**src/rtl/ring_osc_freq_meter.sv**
```systemverilog
`default_nettype none
// ============================================================================
// Module   : ring_osc_freq_meter
// Brief    : Gated rising-edge counter for the ring-oscillator output.
// Revision : 1.0 - initial release
// ============================================================================
module ring_osc_freq_meter #(
    parameter int GATE_LEN = 1000,
    parameter int CNT_W    = 16
) (
    input  logic             clk,
    input  logic             rst,
    input  logic             osc_in,
    input  logic             start,
    input  logic             continuous,
    output logic             busy,
    output logic             done,
    output logic [CNT_W-1:0] count,
    output logic             overflow
);

    localparam int                 c_WIN_W    = (GATE_LEN > 1) ? $clog2(GATE_LEN) : 1;
    localparam logic [c_WIN_W-1:0] c_WIN_LOAD = c_WIN_W'(GATE_LEN - 1);
    localparam logic [CNT_W-1:0]   c_CNT_MAX  = '1;

    localparam logic [1:0] c_ST_IDLE = 2'd0;
    localparam logic [1:0] c_ST_GATE = 2'd1;
    localparam logic [1:0] c_ST_DONE = 2'd2;

    logic               r_s1, r_s2, r_s3;
    logic [1:0]         r_state;
    logic [1:0]         w_state_next;
    logic [c_WIN_W-1:0] r_win_cnt;
    logic [CNT_W-1:0]   r_edge_cnt;
    logic               r_win_ovf;
    logic [CNT_W-1:0]   r_count;
    logic               r_overflow;

    logic               w_rise;
    logic               w_load;
    logic               w_win_last;
    logic               w_edge_sat;
    logic [CNT_W-1:0]   w_edge_next;
    logic               w_ovf_next;

    always_ff @(posedge clk) begin
        if (rst) begin
            r_s1 <= 1'b0;
            r_s2 <= 1'b0;
            r_s3 <= 1'b0;
        end else begin
            r_s1 <= osc_in;
            r_s2 <= r_s1;
            r_s3 <= r_s2;
        end
    end

    assign w_rise = r_s2 & ~r_s3;

    always_ff @(posedge clk) begin
        if (rst) r_state <= c_ST_IDLE;
        else     r_state <= w_state_next;
    end

    always_comb begin
        w_state_next = r_state;
        case (r_state)
            c_ST_IDLE: if (start)      w_state_next = c_ST_GATE;
            c_ST_GATE: if (w_win_last) w_state_next = c_ST_DONE;
            c_ST_DONE: w_state_next = continuous ? c_ST_GATE : c_ST_IDLE;
            default:   w_state_next = c_ST_IDLE;
        endcase
    end

    assign w_load      = ((r_state == c_ST_IDLE) && start) ||
                         ((r_state == c_ST_DONE) && continuous);
    assign w_win_last  = (r_win_cnt == '0);
    assign w_edge_sat  = (r_edge_cnt == c_CNT_MAX);
    assign w_edge_next = (w_rise && !w_edge_sat) ? r_edge_cnt + CNT_W'(1) : r_edge_cnt;
    assign w_ovf_next  = r_win_ovf | (w_rise & w_edge_sat);

    // The result is captured on the last GATE cycle (including its rise) so
    // that it is already visible while done is high.
    always_ff @(posedge clk) begin
        if (rst) begin
            r_win_cnt  <= '0;
            r_edge_cnt <= '0;
            r_win_ovf  <= 1'b0;
            r_count    <= '0;
            r_overflow <= 1'b0;
        end else if (w_load) begin
            r_win_cnt  <= c_WIN_LOAD;
            r_edge_cnt <= '0;
            r_win_ovf  <= 1'b0;
        end else if (r_state == c_ST_GATE) begin
            r_edge_cnt <= w_edge_next;
            r_win_ovf  <= w_ovf_next;
            if (w_win_last) begin
                r_count    <= w_edge_next;
                r_overflow <= w_ovf_next;
            end else begin
                r_win_cnt  <= r_win_cnt - c_WIN_W'(1);
            end
        end
    end

    assign busy     = (r_state == c_ST_GATE);
    assign done     = (r_state == c_ST_DONE);
    assign count    = r_count;
    assign overflow = r_overflow;

endmodule
`default_nettype wire

```
**config.mk**
```make
export PLATFORM = sky130hd
export DESIGN_NAME = ring_osc_freq_meter
export DESIGN_NICKNAME = d
export VERILOG_FILES = /design/src/rtl/ring_osc_freq_meter.sv
export SDC_FILE = /design/constraint.sdc
export NUM_CORES = 1
export LEC_CHECK = 0
export CAP_MARGIN = 20
export CELL_PAD_IN_SITES_DETAIL_PLACEMENT = 0
export CELL_PAD_IN_SITES_GLOBAL_PLACEMENT = 1
export CORE_MARGIN = 2
export CORE_UTILIZATION = 43
export DETAILED_ROUTE_END_ITERATION = 16
export PLACE_DENSITY_LB_ADDON = 0.1
export SYNTH_ARGS = -nofsm -noshare
export SYNTH_HDL_FRONTEND = slang
export SYNTH_SLANG_ARGS = --single-unit
```
**constraint.sdc**
```tcl
create_clock -name clk -period 2.6 [get_ports clk]
set_input_delay 0.78 -clock clk [delete_from_list [all_inputs] [get_ports clk]]
set_output_delay 0.78 -clock clk [all_outputs]
set_load 0.01 [all_outputs]
```
Yosys cells after proc, flatten, opt, wreduce, memory -nomap -nowiden --
Index checks and enable logic that the tools add are counted.
Storage, ports and cells: logic and storage cells 45, register bits 49, output and inout bits 19
Cells by class: add/sub/neg operators 2, bitwise logic cells 6, mux-type cells 8, reduce and logical (&&, ||, !) cells 13, eq/ne operators 6
Operators by type and width (number):
- $mux W10 | 3
- $add A16 B1 Y16 const B | 1
- $eq A16 B16 Y1 const B | 1
- $mux W16 | 1
- $logic_not A10 Y1 | 1
- $sub A10 B1 Y10 const B | 1
- $pmux W2 S3 | 1
- $reduce_and A2 Y1 | 3
- $mux W2 | 2
- $ne A2 B2 Y1 const B | 2
- $logic_and A1 B1 Y1 | 3
- $not A1 Y1 | 3
- $reduce_and A3 Y1 | 1
- $and A1 B1 Y1 | 2
- $eq A2 B1 Y1 const B | 1
- $eq A2 B2 Y1 const B | 1
- $logic_not A2 Y1 | 1
- $ne A2 B1 Y1 const B | 1
- $reduce_bool A2 Y1 | 1
- $reduce_or A2 Y1 | 1
- $logic_not A1 Y1 | 1
- $logic_or A1 B1 Y1 | 1
- $mux W1 | 1
- $or A1 B1 Y1 | 1

Longest topological paths before layout --
word-level depth 5, gate-level depth with buffers 9, depth with buffers taken out 7

Worst setup path after synthesis --
Ideal clock, no wire load.
path type reg2reg, start reg r_edge_cnt[0], end reg r_edge_cnt[1], buffers on the path 0, stages on the path, launching flop included 7, required time 2.473 ns, arrival 1.838 ns, period minus slack after synthesis 1.966 ns, path slack 0.634 ns, path through dfxtp_1 -> ha_1 -> nand4_1 -> or4_1 -> nand3_2 -> mux2i_1 -> nor2_1
On the way: word-level cells in the longest chain between the ends 4
RTL lines:
- start: declaration | RTL line 34 | logic [CNT_W-1:0] r_edge_cnt;
- start signal: assignment | RTL line 96 | r_edge_cnt <= w_edge_next;
- branches (longest 3 deep; another with $add A16 B1 Y16)
- $mux W16 * | RTL line 79 | assign w_edge_next = (w_rise && !w_edge_sat) ? r_edge_cnt + CNT_W'(1) : r_edge_cnt;
Every way passes the cells marked *. A chain may end at the register's enable or synchronous reset.

Worst setup path in the final report --
start reg r_state[0], end out busy
On the way: word-level cells in the longest chain between the ends 1
RTL lines:
- start: declaration | RTL line 31 | logic [1:0] r_state;
- start signal: assignment | RTL line 61 | if (rst) r_state <= c_ST_IDLE;
- start signal: assignment | RTL line 62 | else r_state <= w_state_next;
- $eq A2 B1 Y1 | RTL line 107 | assign busy = (r_state == c_ST_GATE);
- end: declaration | RTL line 16 | output logic busy,
No other way between the ends.

==> impl_results.md <==
* Synth top area cells: dfxtp_1, xor2_1, nor2_1, a211oi_1, nand3_1
* Worst hold path depth at 1
* Fmax at 413 MHz
* Worst reg-to-reg path cell count at 5
* CTS tree: yes
* Non-filler cells, final at 379
* Cell taking the most area after synthesis: dfxtp_1
* GPL Wtd Cong at 0.803
* Distinct cells, synth at 44
* WL/cell at 15.0 um
* Min-delay src: r_s1
* DR top layer: met4
* Multiplexer share of the synthesized area at 0.0166
* Seq/Total Area, Yosys at 0.406
* Vias per inst at 5.46
* Worst-path maximum fanout at 7
* XOR/XNOR Fraction of Synth Area at 0.0905
* Dpl cells at 371
* Detailed-route via count at 2070
* Num rows at 27
* Biggest cell delay along the critical path at 0.54 ns
* Post-Place Setup Slack at 0.231 ns
* P_sw at 419 uW
* Routed wl met3 at 231 um
* Worst min-delay path endpoint: r_s2
* P_int at 1160 uW
* Gate power share at 0.128
* Grt total ovfl at 0
* ANT cells at 0
* Antenna violations before repair at 0
* Share of cells above drive strength 1 at 0.104
* Clock Latency Late Sink at 0.31 ns
* Clk pwr share at 0.358
* Post-DP HPWL at 4070 um
* Port Buffers at 23
* Die height at 79.0 um
* Dominant synthesized flop cell: dfxtp_1
* Clock transition at path regs at 0.10 ns
* Syn Area/Cell at 8.58 um^2
* Fin. max-slew vios at 0
* Total Die Area at 6240 um^2
* Worst-margin pin slew at 0.615 ns
* RSZ-0062 raised after global routing: no
* Leak Pwr at 0.000968 uW
* WL final at 5700 um
* Synth async-reset ratio at 0
* CTS Sinks at 49
* DRT iter0 DRCs at 149
* Ports at 24
* CP required at 1.82 ns
* Maxcap violations at 0
* Reg-to-reg startpoint: r_edge_cnt[0]
* Core ar. at 5470 um^2
* Status: completed
* Critical R2R Capture: count[7]
* Synth top area share at 0.406
* Setup Total Neg Slack at 0 ns
* Slew HR at 0.588
* CTS Hold Buffers Added at 0
* Setup bufs post-CTS at 0
* Critical path capture point type: primary output
* Worst setup path class: reg2out
* Nets@finish at 313
* Main combinational cell family by area after synthesis: simple AND/OR/NAND/NOR gates
* Clk_skew at 0.0166 ns
* Period utilization at 0.931
* EDFF count, synth at 0
* Gr usage total at 0.197
* Worst setup margin at 0.181 ns
* Power per cell area at 549 nW/um^2
* Inserted Clock Buffers at 5
* Cell area after synthesis at 2420 um^2
* Final hold violations at 0
* Synth Area in Compound Gates at 0.134
* Die span in x at 79.0 um
* Final setup vio count at 0
* CTS root buf: clkbuf_8
* Slowest cell on crit path: clkdlybuf4s50_1
* Pre-antenna DRT Iters at 4
* Sw frac at 0.266
* Pin count of the biggest net entering global routing at 18
* Bufs on Longest Clock Path at 2
* Yosys warns at 0
* Post-Syn Instances at 282
* Synthesis-to-layout area growth at 18.6%
* Tmin final at 2.42 ns
* Commonest non-fill, non-tap cell in the layout: dfxtp_1
* Post-CTS sizing at 0
* Initial core utilization at 0.442
* Vias in the first global route at 1918
* Synthesized flop and latch total at 49
* Synth Area in Simple Gates at 0.303
* First-pass GRT wire length at 9670 um
* Syn nets at 289
* CP Cell Sequence: nand2b_1 > inv_1 > clkdlybuf4s50_1
* Sequential share of power at 0.514
* DRT met1 WL at 2810 um
* Fillers at 569
* Worst R2R Setup Slack at 0.23 ns
* Post-route ant nets at 0
* Peak supply drop at 0.230 mV
* CP startpoint kind: flop
* Commonest non-fill, non-tap cells in the layout: dfxtp_1, nor2_1, clkdlybuf4s50_1, xor2_1, nand3_1
* Met2 wire length at 2580 um
* Critical path arrival at 1.64 ns
* H-tree depth at 2
* Synth Area in Adders at 0.0103
* DRC at 0
* Hold Path Class: reg2reg
sequential cells by signal, summed over array words and instances (netlist names):
register,cells
r_win_ovf,1
r_s1,1
overflow,1
r_s3,1
r_state,2
r_edge_cnt,16
r_win_cnt,10
count,16
r_s2,1
power groups by stage:
| stage | sequential [uW] | clock, uW | combinational [uW] |
|---|---|---|---|
| 2_1_floorplan | 822 | 0 | 131 |
| 3_3_place_gp | 826 | 0 | 202 |
| 3_5_place_dp | 826 | 0 | 201 |
| 4_1_cts | 809 | 580 | 203 |
| 5_1_grt | 814 | 628 | 224 |
| 6_report | 809 | 565 | 202 |
final cells by class:
cell class                 instances  area (um^2)  share of cell area
clock inverter                     3         46.3              0.0161
multi-input combinational        212         1340               0.468
clock buffer                       5         68.8              0.0240
timing repair buffer              34          325               0.113
tap                               72         90.1              0.0314
inverter                           4         15.0             0.00524
sequential                        49          981               0.342
worst max-delay path by stage:
stage                  startpoint             to  slack, ns  depth (start not counted)
floorplan           r_edge_cnt[0]  r_edge_cnt[1]       0.63                          6
global placement    r_edge_cnt[0]       count[7]       0.25                          5
detailed placement  r_edge_cnt[0]       count[7]       0.23                          5
CTS                    r_state[1]           busy       0.17                          3
global route        r_edge_cnt[0]       count[6]       0.07                          6
finish                 r_state[0]           busy       0.18                          3
stage by stage:
| step | cell area [um^2] | total power [uW] | util | hold slack, ns |
|---|---|---|---|---|
| after global placement | 2750 | 1030 | 0.503 | 0.416 |
| after CTS | 2870 | 1590 | 0.524 | 0.450 |
| after global routing | 2870 | 1670 | 0.524 | 0.482 |
| after floorplan | 2420 | 953 | - | 0.414 |
| after detailed placement | 2750 | 1030 | 0.503 | 0.428 |
| final | 2870 | 1580 | 0.524 | 0.445 |
worst max-delay path: cells and delay by family (launching register included):
family	cells	cell delay (ns)
buffers and inverters	2	0.69
DFF	1	0.39
and+or+nand+nor	1	0.24
routing by layer:
layer	global-route usage	up-vias
met1	0.281	970
li1	-	1054
met3	0.0409	8
met2	0.297	38
met4	0.0655	0
met5	0	-
synth_stat cells (4+ instances only):
library cell and count:
nor2b_1 6, clkbuf_1 7, nand4_1 11, a21oi_1 15, nor2_1 43, xor2_1 22
and3_1 6, o21ai_0 4, nor4_2 4, a211oi_1 15, nand2_1 12, dfxtp_1 49
mux2i_1 4, nor3_1 7, nand3_1 17, inv_1 4, buf_2 8, nand2b_1 4
kinds of logic (layout without fill, tap and decap cells):
kind of cell,count (synthesis),in the layout
fa+ha+maj,2,2
compound gates,48,48
xor+xnor,25,25
mux,4,4
buf+inv,21,46
flops,49,49
simple gates,133,133
Power figures use the tool's default switching activity.
